$ cat src/rtl/arith_pkg.sv
`default_nettype none
// ============================================================================
// Module   : arith_pkg
// Brief    : Shared arithmetic definitions: FSM state encoding and a
//            constant-evaluable ceil(log2) helper.
// Revision : 1.0 - initial release
// ============================================================================
package arith_pkg;

    typedef enum logic [1:0] {
        IDLE = 2'd0,
        BUSY = 2'd1,
        DONE = 2'd2
    } state_t;

    // Smallest r with 2**r >= value; returns 0 for value <= 1.
    function automatic int clog2(input int value);
        int r;
        r = 0;
        for (int i = 0; i < 31; i++) begin
            if ((1 << i) < value) begin
                r = i + 1;
            end
        end
        return r;
    endfunction

endpackage : arith_pkg
`default_nettype wire

$ cat src/rtl/sub_chunk.sv
`default_nettype none
// ============================================================================
// Module   : sub_chunk
// Brief    : Combinational N_BITS-wide ripple-borrow subtractor slice:
//            diff = a - b - bin, bout = borrow out of the top bit.
// Revision : 1.0 - initial release
// ============================================================================
module sub_chunk #(
    parameter int N_BITS = 2
) (
    input  logic [N_BITS-1:0] a,
    input  logic [N_BITS-1:0] b,
    input  logic              bin,
    output logic [N_BITS-1:0] diff,
    output logic              bout
);

    logic [N_BITS:0] w_br;

    assign w_br[0] = bin;

    // Full-subtractor cell per bit; borrow ripples from LSB to MSB.
    generate
        for (genvar i = 0; i < N_BITS; i++) begin : g_bit
            assign diff[i]   = a[i] ^ b[i] ^ w_br[i];
            assign w_br[i+1] = (~a[i] & b[i]) | (~a[i] & w_br[i]) | (b[i] & w_br[i]);
        end
    endgenerate

    assign bout = w_br[N_BITS];

endmodule : sub_chunk
`default_nettype wire

$ cat src/rtl/sub_serial.sv
`default_nettype none
// ============================================================================
// Module   : sub_serial
// Brief    : Multi-cycle unsigned subtractor d = a - b. Consumes CHUNK_BITS
//            per clock LSB first, carrying the borrow in a register. d holds
//            the (N_BITS+1)-bit two's-complement difference.
// Revision : 1.0 - initial release
// ============================================================================
module sub_serial
    import arith_pkg::*;
#(
    parameter int N_BITS     = 8,
    parameter int CHUNK_BITS = 2
) (
    input  logic              clk,
    input  logic              rst_n,
    input  logic              in_valid,
    output logic              in_ready,
    input  logic [N_BITS-1:0] a,
    input  logic [N_BITS-1:0] b,
    output logic              out_valid,
    input  logic              out_ready,
    output logic [N_BITS:0]   d
);

    localparam int c_N_CHUNKS = N_BITS / CHUNK_BITS;
    localparam int c_CNT_W    = (clog2(c_N_CHUNKS) < 1) ? 1 : clog2(c_N_CHUNKS);
    localparam logic [c_CNT_W-1:0] c_LAST = c_CNT_W'(c_N_CHUNKS - 1);

    state_t              r_state;
    state_t              w_state_next;
    logic [c_CNT_W-1:0]  r_cnt;
    logic                r_borrow;
    logic [N_BITS-1:0]   r_a;
    logic [N_BITS-1:0]   r_b;
    logic [N_BITS-1:0]   r_res;
    logic [N_BITS:0]     r_d;

    logic [CHUNK_BITS-1:0] w_diff;
    logic                  w_bout;
    logic [N_BITS-1:0]     w_res_next;
    logic                  w_accept;
    logic                  w_last;

    assign in_ready  = (r_state == IDLE);
    assign out_valid = (r_state == DONE);
    assign d         = r_d;

    assign w_accept = in_valid & in_ready;
    assign w_last   = (r_state == BUSY) && (r_cnt == c_LAST);

    sub_chunk #(
        .N_BITS (CHUNK_BITS)
    ) u_sub_chunk (
        .a    (r_a[CHUNK_BITS-1:0]),
        .b    (r_b[CHUNK_BITS-1:0]),
        .bin  (r_borrow),
        .diff (w_diff),
        .bout (w_bout)
    );

    // New chunk enters at the top so after N_CHUNKS shifts the LSB chunk
    // lands at bit 0; a single-chunk configuration has nothing to shift.
    generate
        if (CHUNK_BITS == N_BITS) begin : g_res_full
            assign w_res_next = w_diff;
        end else begin : g_res_shift
            assign w_res_next = {w_diff, r_res[N_BITS-1:CHUNK_BITS]};
        end
    endgenerate

    // State register.
    always_ff @(posedge clk or negedge rst_n) begin
        if (!rst_n) begin
            r_state <= IDLE;
        end else begin
            r_state <= w_state_next;
        end
    end

    // Next-state logic: accept -> one BUSY cycle per chunk -> hold until consumed.
    always_comb begin
        w_state_next = r_state;
        case (r_state)
            IDLE:    if (in_valid)  w_state_next = BUSY;
            BUSY:    if (w_last)    w_state_next = DONE;
            DONE:    if (out_ready) w_state_next = IDLE;
            default:                w_state_next = IDLE;
        endcase
    end

    // Datapath: operand capture, chunk shifting, borrow chaining and result latch.
    always_ff @(posedge clk or negedge rst_n) begin
        if (!rst_n) begin
            r_cnt    <= '0;
            r_borrow <= 1'b0;
            r_a      <= '0;
            r_b      <= '0;
            r_res    <= '0;
            r_d      <= '0;
        end else if (w_accept) begin
            r_a      <= a;
            r_b      <= b;
            r_borrow <= 1'b0;
            r_cnt    <= '0;
        end else if (r_state == BUSY) begin
            r_a      <= r_a >> CHUNK_BITS;
            r_b      <= r_b >> CHUNK_BITS;
            r_res    <= w_res_next;
            r_borrow <= w_bout;
            r_cnt    <= r_cnt + c_CNT_W'(1);
            if (w_last) begin
                r_d <= {w_bout, w_res_next};
            end
        end
    end

endmodule : sub_serial
`default_nettype wire

$ cat config.mk
export PLATFORM = sky130hd
export DESIGN_NAME = sub_serial
export DESIGN_NICKNAME = d
export VERILOG_FILES = /design/src/rtl/arith_pkg.sv /design/src/rtl/sub_chunk.sv /design/src/rtl/sub_serial.sv
export SDC_FILE = /design/constraint.sdc
export NUM_CORES = 1
export LEC_CHECK = 0
export BUFFER_PORTS_ARGS = -buffer_cell sky130_fd_sc_hd__buf_2
export CAP_MARGIN = 20
export CORE_AREA = 8 8 88 90
export DETAILED_ROUTE_END_ITERATION = 10
export DIE_AREA = 0 0 96 98
export PLACE_DENSITY_LB_ADDON = 0.3
export REMOVE_ABC_BUFFERS = 1
export SETUP_SLACK_MARGIN = 0.5
export SLEW_MARGIN = 0
export SYNTH_ARGS = -nofsm -noshare
export SYNTH_HDL_FRONTEND = slang
export SYNTH_SLANG_ARGS = --single-unit
$ cat constraint.sdc
create_clock -name clk -period 1.55 [get_ports clk]
set_input_delay 0.31 -clock clk [delete_from_list [all_inputs] [get_ports clk]]
set_output_delay 0.31 -clock clk [all_outputs]
set_load 0.02 [all_outputs]
==> results of run 1 <==
state kept, by name (all words and copies together), names as in the netlist:
signal	flops
d	9
r_res	6
r_state	2
r_b	8
r_a	8
r_borrow	1
r_cnt	2
metal layers:
layer	wire, um	share of wire
met3	235	0.055
met1	1830	0.43
met5	0	0
met2	2130	0.50
met4	46	0.011
how the worst max path moves through the flow:
stage	depth (start not counted)	end	slack (ns)	start
6_report	4	d[7]$_DFFE_PN0P_	-0.06	r_b[0]$_DFFE_PN0P_
5_1_grt	4	r_res[7]$_DFFE_PN0P_	-0.09	r_b[0]$_DFFE_PN0P_
4_1_cts	3	d[7]$_DFFE_PN0P_	-0.05	r_a[0]$_DFFE_PN0P_
3_5_place_dp	4	d[7]$_DFFE_PN0P_	-0.13	r_borrow$_DFFE_PN0P_
3_3_place_gp	4	d[7]$_DFFE_PN0P_	-0.09	r_borrow$_DFFE_PN0P_
2_1_floorplan	3	d[7]$_DFFE_PN0P_	-0.07	r_a[0]$_DFFE_PN0P_
worst reg2reg max path: cells and delay by family, from the launching register on:
kind,cells,cell delay (ns)
flip-flops,1,0.36
adder cells (fa/ha/maj),2,0.81
multiplexers,1,0.27
buffers and inverters,1,0.05
where the power goes:
| part | internal (mW) | switching, mW | total (mW) |
|---|---|---|---|
| combinational | 2.12 | 1.43 | 3.55 |
| sequential | 1.41 | 0.415 | 1.83 |
| clock | 0.306 | 0.319 | 0.625 |
| total | 3.83 | 2.17 | 6.00 |
placed cells by master, fill, tap and decap left out, drive strengths merged, types with 4 or more instances in the layout:
cell type / count
o22ai: 21
clkbuf: 7
a21oi: 10
mux2: 14
nand2: 5
nor2: 5
buf: 70
inv: 5
dfrtp: 36
nand2b: 4
o21ai: 8
cells by family after synthesis:
group	count (synthesis)	synth area share
compound gates	46	0.179
flops	36	0.561
simple gates	17	0.0522
buf+inv	15	0.0600
mux	14	0.115
fa+ha+maj	3	0.0327
layout make-up:
type / count / share of cell area
Clock buffer: 6 / 0.0275
Clock inverter: 1 / 0.00189
Inverter: 6 / 0.0114
Multi-Input combinational cell: 80 / 0.331
Sequential cell: 36 / 0.342
Tap cell: 80 / 0.0379
Timing Repair Buffer: 71 / 0.249
what timing repair did:
| action | CTS | global route |
|---|---|---|
| gates resized for setup | 90 | 22 |
| endpoints found under the hold margin | 0 | 0 |
| buffers inserted | 18 | 9 |
| cloned | 2 | 1 |
| setup endpoints to repair | 46 | 46 |
| pin swaps | 15 | 15 |
per-stage QoR:
step           utilization  instance area [um2]  power, mW  setup slack, ns  hold WS [ns]
2_1_floorplan            -                 1530       2.99          -0.0699        0.0144
3_3_place_gp         0.289                 1880       3.65          -0.0911         0.387
3_5_place_dp         0.289                 1880       3.69           -0.130         0.386
4_1_cts              0.377                 2450       5.50          -0.0470        0.0774
5_1_grt              0.407                 2640       6.39          -0.0884        0.0945
6_report             0.407                 2640       6.00          -0.0567        0.0671
==> impl_metrics.ini, run 1 <==
[status]
outcome = finished with violations
violations = negative setup slack

[yosys]
synth_edf_count = 0
async_reset_ff_frac = 1.00
synth_cell_type_count = 25
ys_ff_latch = 36
synth_commonest_cells = 36 x dfrtp_1, 21 x o22ai_1, 10 x a21oi_1
ys_warn_count = 0
syn_area_mm2 = 0.00161
yosysTopAreaCell = dfrtp_1
synth_top_area_frac = 0.561
yosysMostFrequentCell = dfrtp_1
syn_avg_cell_area_um2 = 12.3
ys_seq_area_frac = 0.561
synthFlopType = dfrtp_1
netlist_instances = 131
synthTopCellsByArea = dfrtp_1 56%, o22ai_1 8.2%, mux2_4 6.5%

[place]
gp_congestion = 0.720
hpwl_um = 2590
io_buffers = 30
placed_cells = 243

[finish]
multi_input_area_um2 = 875
area_growth_pct = 64.6
drive_above_1_share = 0.660
regArea_um2 = 903
final.fill_count = 586
layout.nets = 223
final_cell_count_no_fill = 280
antenna_cells = 0

[setup_path]
cpMaxStageDelayCell = fa_2
crit_chain = inv_2 -> fa_2 -> fa_2 -> mux2_4
arrival_ns = 1.77
worst-r2r-cell-count = 4
critical_path.top_delay_family = adder cells
rrSetupSlack_ns = -0.06
timing.rr.end = d[7]$_DFFE_PN0P_
crit_type = reg -> reg
timing.rr.start = r_b[0]$_DFFE_PN0P_
slowest_delay_ns = 0.42
cp-end-kind = flop
worstPathRequired_ns = 1.72
crit_top_cell = fa_2
worstSetupStartpointType = flop
path_buf_inv = 1
cp_max_fo = 2

[global_routing]
grt_use_met3 = 0.0246
grt_max_degree = 37
antenna_found_initial = 0
grt_pass1_wl_um = 6700
top_usage_layer = met2
grt_overflow = 0
grt_pass1_vias = 1390
gr-usage-all-layers = 0.0901
groute.layer.met1.usage = 0.104
met2_usage = 0.153

[floorplanning]
rows = 30
die_x_um = 96
ios = 31
design.core.area_mm2 = 0.00649
die_y_um = 98
start_util = 0.247
dieArea_mm2 = 0.00941

[clocking]
cts_root_buffer = clkbuf_8
cts_made_buffers = 5
cts_tree = built
clock-sinks = 36
postCtsHoldBufs = 0
h-tree-depth = 2
clkLatencyLatePin_ns = 0.28
clkSlewWorstSetupHoldPaths_ns = 0.07
clockBufferDepth = 2

[power_and_ir_drop]
peakVddDrop_uv = 1100
power.density_mw_per_mm2 = 2270
p_leak_nw = 1.20

[sta]
rsz0062_at_grt = true
setup_slack_ns = -0.0567
fin_setup_tns_ns = -0.109
period_share = 1.04
fmax_ghz = 0.622
tightest_slew_ns = 0.474
fin_crit_ns = 1.61
slew_headroom = 0.684
fin_skew_ns = 0.0104
hold_viol = 0
slew_violations = 0
finalSetupViolCount = 2

[drt]
drc = 0
post_drt_wl_per_cell_um = 15.2
wl_um = 4240
ant_nets = 0
via_per_inst = 4.59
vias = 1285
drtIter0Drc = 57
firstDrtPassIters = 4

[flow_run]
drv_cap = 0

[min_path]
hp-class = in -> async
Note: power is estimated with default switching activity, not from simulation.
==> run 2, diff against run 1 <==
==> constraint.sdc (replaced) <==
create_clock -name clk -period 1.6 [get_ports clk]
set_input_delay 0.32 -clock clk [delete_from_list [all_inputs] [get_ports clk]]
set_output_delay 0.32 -clock clk [all_outputs]
set_load 0.02 [all_outputs]
==> run 2 against run 1 <==
  * The flow now finishes without violations
  * Clock skew shrank 0.0041 ns
  * Core utilization grew 0.75 points
  * Via count grew 3.1%
  * Non-clock buffer count grew 8
  * Critical path depth is the same
  * Sequential power shrank 3%
  * Total power shrank 0.87%
  * Maximum frequency grew 0.67%
  * Clock power grew 13%
  * Worst setup slack gained 0.061 ns
  * Critical path type unchanged
  * Sequential share of layout area shrank 0.62 points
  * Die area is the same
==> impl_metrics.ini, run 2 (synthesis gave the netlist of run 1 again) <==
[setup_path]
cp-end-kind = flop
cp_max_fo = 2
worstSetupStartpointType = flop
crit_type = reg -> reg
startpoint = r_b[0]$_DFFE_PN0P_
worstPathRequired_ns = 1.77
timing.rr.start = r_b[0]$_DFFE_PN0P_
arrival_ns = 1.77

[drt]
via_per_inst = 4.60
ant_nets = 0
drc = 0
vias = 1325
wl_um = 4480
drtIter0Drc = 45
post_drt_wl_per_cell_um = 15.6
firstDrtPassIters = 4

[sta]
slew_headroom = 0.757
fin_skew_ns = 0.00625
fin_crit_ns = 1.60
slew_violations = 0
fin_setup_tns_ns = 0
hold_slack_ns = 0.222
finalSetupViolCount = 0
fmax_ghz = 0.627
tightest_slew_ns = 0.364
setup_slack_ns = 0.00404
hold_viol = 0
period_share = 0.997
rsz0062_at_grt = true

[floorplanning]
die_y_um = 98
die_x_um = 96
dieArea_mm2 = 0.00941
ios = 31
start_util = 0.247
rows = 30
design.core.area_mm2 = 0.00649

[clocking]
cts_tree = built
cts_root_buffer = clkbuf_8
clockBufferDepth = 2
cts_made_buffers = 5
clkSlewWorstSetupHoldPaths_ns = 0.07
clkLatencyLatePin_ns = 0.29
h-tree-depth = 2
clock-sinks = 36

[global_routing]
grt_pass1_wl_um = 7080
antenna_found_initial = 0
gr-usage-all-layers = 0.0961
grt_overflow = 0
grt_max_degree = 27
grt_pass1_vias = 1439

[place]
placed_area_mm2 = 0.00188
pre_cts_slack_ns = -0.0616
io_buffers = 30
placed_cells = 242
hpwl_um = 2600
gp_congestion = 0.707

[finish]
area_growth_pct = 67.7
final.fill_count = 601
drive_above_1_share = 0.673
antenna_cells = 0
final_cell_count_no_fill = 288
layout.nets = 231
final_common_cell = dfrtp_1
largest_reg_flops = 9
mostFrequentLayoutCells = 34 x dfrtp_1, 29 x buf_6, 26 x buf_4
final_core_util = 0.414
fin_area_mm2 = 0.00269

[flow_run]
drv_cap = 0

[power_and_ir_drop]
fin_total_pwr_mw = 5.95
peakVddDrop_uv = 1020
p_leak_nw = 1.23
power.density_mw_per_mm2 = 2210

[min_path]
hp-class = in -> reg
min-delay-start = out_ready

[status]
outcome = complete, no violations
-- run 2: cell count changes in the layout (fill, tap and decap cells not counted), moves of 2 or more --
cell | before | now
o21ai_2 | 1 | 3
clkbuf_8 | 5 | 7
o22ai_1 | 9 | 7
o22ai_2 | 7 | 10
mux2_4 | 13 | 11
nand2_1 | 3 | 5
o21ai_0 | 3 | 0
mux2_2 | 1 | 3
nand2_2 | 2 | 0
buf_8 | 3 | 1
buf_4 | 22 | 26
buf_6 | 23 | 29
-- run 2: where the power goes --
group	switching (mW)	total [mW]	internal [mW]
Sequential	0.411	1.78	1.37
Combinational	1.39	3.47	2.07
Clock	0.322	0.706	0.384
Total	2.13	5.95	3.82
-- run 2: timing repair --
item / 4_1_cts / 5_1_grt
hold endpoints to repair: 10 / 0
hold buffers: 1 / 0
setup endpoints to repair: 46 / 46
gates cloned: 2 / 0
gates resized for setup: 57 / 51
pin swaps: 6 / 17
buffers inserted: 25 / 11
-- run 2: final cells by class --
| cell class | count | area (um2) | area share |
|---|---|---|---|
| flip-flops and latches | 36 | 903 | 0.336 |
| clock buffers | 7 | 96.3 | 0.0358 |
| well taps | 80 | 100 | 0.0372 |
| repair buffers | 79 | 709 | 0.264 |
| inverters | 6 | 30.0 | 0.0112 |
| multi-input cells | 80 | 852 | 0.317 |
-- run 2: worst paths after layout --
kind / end / cells past startpoint / slack (ns)
setup / recovery: d[7]$_DFFE_PN0P_ / 4 / 0.004
hold / removal: r_state[1]$_DFFE_PN0P_ / 2 / 0.22
setup reg to reg: d[7]$_DFFE_PN0P_ / 4 / 0.004
hold reg to reg: d[1]$_DFFE_PN0P_ / 1 / 0.51
max in group asynchronous: r_state[0]$_DFFE_PN0P_ / 3 / 0.72
min in group asynchronous: d[6]$_DFFE_PN0P_ / 2 / 0.44
-- run 2: per-layer routing --
metal | GRT usage | vias up | wire [um]
met5 | 0 | - | 0
met4 | 0.0331 | 0 | 78
met3 | 0.0338 | 8 | 229
met2 | 0.159 | 26 | 2370
met1 | 0.110 | 661 | 1800
li1 | - | 630 | -
-- run 2: worst max-delay path, cell delays in order (launching register included) --
cell	delay, ns
dfrtp_1	0.36
inv_2	0.05
fa_2	0.39
fa_2	0.42
mux2_4	0.27
==> run 3, diff against run 2 <==
--- a/config.mk
+++ b/config.mk
@@ -5,13 +5,12 @@
 export SDC_FILE = /design/constraint.sdc
 export NUM_CORES = 1
 export LEC_CHECK = 0
+export ABC_AREA = 1
 export BUFFER_PORTS_ARGS = -buffer_cell sky130_fd_sc_hd__buf_2
-export CAP_MARGIN = 20
-export CORE_AREA = 8 8 88 90
+export CORE_AREA = 8 8 87 89
 export DETAILED_ROUTE_END_ITERATION = 10
-export DIE_AREA = 0 0 96 98
+export DIE_AREA = 0 0 95 97
 export PLACE_DENSITY_LB_ADDON = 0.3
-export REMOVE_ABC_BUFFERS = 1
 export SETUP_SLACK_MARGIN = 0.5
 export SLEW_MARGIN = 0
 export SYNTH_ARGS = -nofsm -noshare
==> run 3 against run 2 <==
  * Area after synthesis is 2.2% lower
  * Register-to-register slack better by 0.12 ns
  * Total power is 4.2% lower
  * Final area is 0.93% lower
  * Die area is 2.1% lower
  * Clock power is 4.8% lower
  * Synthesized cell count is 32% higher
  * Sequential share of layout area is 0.31 points higher
  * Combinational power is 2% lower
  * First-iteration DRC count is 6.7% higher
  * Largest cell class unchanged
==> impl_metrics.ini, run 3 <==
[sta]
finalSetupViolCount = 0
setup_slack_ns = 0.122
period_share = 0.924
fin_crit_ns = 1.48
fmax_ghz = 0.677
slew_headroom = 0.797
fin_skew_ns = 0.00909
fin_setup_tns_ns = 0
slew_violations = 0
hold_slack_ns = 0.208
tightest_slew_ns = 0.304
rsz0062_at_grt = true
hold_viol = 0

[setup_path]
cpMaxStageDelayCell = fa_1
crit_top_cell = nand2_1
worstPathRequired_ns = 1.77
cp_max_fo = 2
slowest_delay_ns = 0.46
path_buf_inv = 1
arrival_ns = 1.65
crit_chain = inv_2 -> fa_2 -> fa_1 -> nand2_1 -> nand2_1
cp-end-kind = flop
worstSetupStartpointType = flop
critical_path.top_delay_family = adder cells
crit_type = reg -> reg

[yosys]
ys_ff_latch = 36
synth_commonest_cells = 75 x nand2_1, 36 x dfrtp_1, 28 x nand3_1
yosysMostFrequentCell = nand2_1
netlist_instances = 173
synth_top_area_frac = 0.574
async_reset_ff_frac = 1.00
synthFlopType = dfrtp_1
ys_warn_count = 0
synth_cell_type_count = 18
synthTopCellsByArea = dfrtp_1 57%, nand2_1 18%, nand3_1 8.9%
yosysTopAreaCell = dfrtp_1
syn-num-nets = 196
syn_area_mm2 = 0.00157
synth_edf_count = 0
ys_seq_area_frac = 0.574
syn_avg_cell_area_um2 = 9.08

[clocking]
clkLatencyLatePin_ns = 0.29
cts_root_buffer = clkbuf_8
cts_made_buffers = 5
clockBufferDepth = 2
cts_tree = built
clkSlewWorstSetupHoldPaths_ns = 0.08
clock-sinks = 36
h-tree-depth = 2

[global_routing]
met2_usage = 0.138
grt_max_degree = 20
antenna_found_initial = 0
grt_overflow = 0
grt_use_met3 = 0.0348
gr-usage-all-layers = 0.0892
grt_pass1_wl_um = 6540
groute.layer.met1.usage = 0.112
grt_pass1_vias = 1391
top_usage_layer = met2

[drt]
ant_nets = 0
firstDrtPassIters = 4
via_per_inst = 4.44
drtIter0Drc = 48
wl_um = 4420
post_drt_wl_per_cell_um = 13.7
drc = 0
vias = 1439

[place]
pre_cts_slack_ns = 0.0980
placed_cells = 278
hpwl_um = 2410
placed_area_mm2 = 0.00182
io_buffers = 30
gp_congestion = 0.709

[finish]
area_growth_pct = 69.8
final_common_cell = nand2_1
mostFrequentLayoutCells = 51 x nand2_1, 34 x dfrtp_1, 22 x buf_6
largest_reg_flops = 9
antenna_cells = 0
layout.nets = 269
final_cell_count_no_fill = 324
final_core_util = 0.430
drive_above_1_share = 0.518
final.fill_count = 605
fin_area_mm2 = 0.00267

[floorplanning]
rows = 29
die_y_um = 97
start_util = 0.253
die_x_um = 95
ios = 31
design.core.area_mm2 = 0.00620
dieArea_mm2 = 0.00922

[power_and_ir_drop]
peakVddDrop_uv = 961
p_leak_nw = 1.41
fin_total_pwr_mw = 5.70
power.density_mw_per_mm2 = 2140

[flow_run]
drv_cap = 0

[status]
outcome = complete, no violations

[min_path]
hp-class = in -> reg
run 3: per-layer routing:
layer / wire (um) / part of all wire
met3: 280 / 0.063
met2: 2110 / 0.48
met4: 32 / 0.0072
met1: 2000 / 0.45
met5: 0 / 0
run 3: kinds of logic after synthesis:
group / after synthesis / synth area share
adder cells (fa/ha/maj): 3 / 0.0335
AND/OR/NAND/NOR: 109 / 0.300
flip-flops: 36 / 0.574
AO/OA/AOI/OAI: 9 / 0.0375
buffers and inverters: 16 / 0.0550
run 3: repair_timing:
item                                    in CTS  in global routing
resized for setup                           34                 70
buffers inserted                            15                 15
hold buffers                                 1                  0
endpoints found under the setup margin      45                 47
pin swaps                                    7                 12
cloned                                       3                  4
endpoints found under the hold margin       18                  0
run 3: where the power goes:
group / switching, mW / internal [mW] / total (mW)
clock: 0.320 / 0.351 / 0.672
combinational: 1.54 / 1.85 / 3.39
sequential: 0.338 / 1.30 / 1.64
run 3: worst paths after layout:
path                                      start                      to  slack [ns]  depth (start not counted)
setup / recovery             r_b[0]$_DFFE_PN0P_        d[7]$_DFFE_PN0P_        0.12                          5
hold / removal                        out_ready  r_state[1]$_DFFE_PN0P_        0.21                          2
setup reg to reg             r_b[0]$_DFFE_PN0P_        d[7]$_DFFE_PN0P_        0.12                          5
hold reg to reg            r_res[2]$_DFFE_PN0P_        d[0]$_DFFE_PN0P_        0.48                          2
max in group asynchronous                 rst_n  r_state[0]$_DFFE_PN0P_        0.72                          3
min in group asynchronous                 rst_n        d[1]$_DFFE_PN0P_        0.47                          2
run 3: area by class of cell:
cell class	count	area [um2]	share of cell area
Clock buffer	8	90.1	0.0338
Inverter	9	38.8	0.0145
Multi-Input combinational cell	123	820	0.307
Sequential cell	36	903	0.339
Tap cell	77	96.3	0.0361
Timing Repair Buffer	71	718	0.269
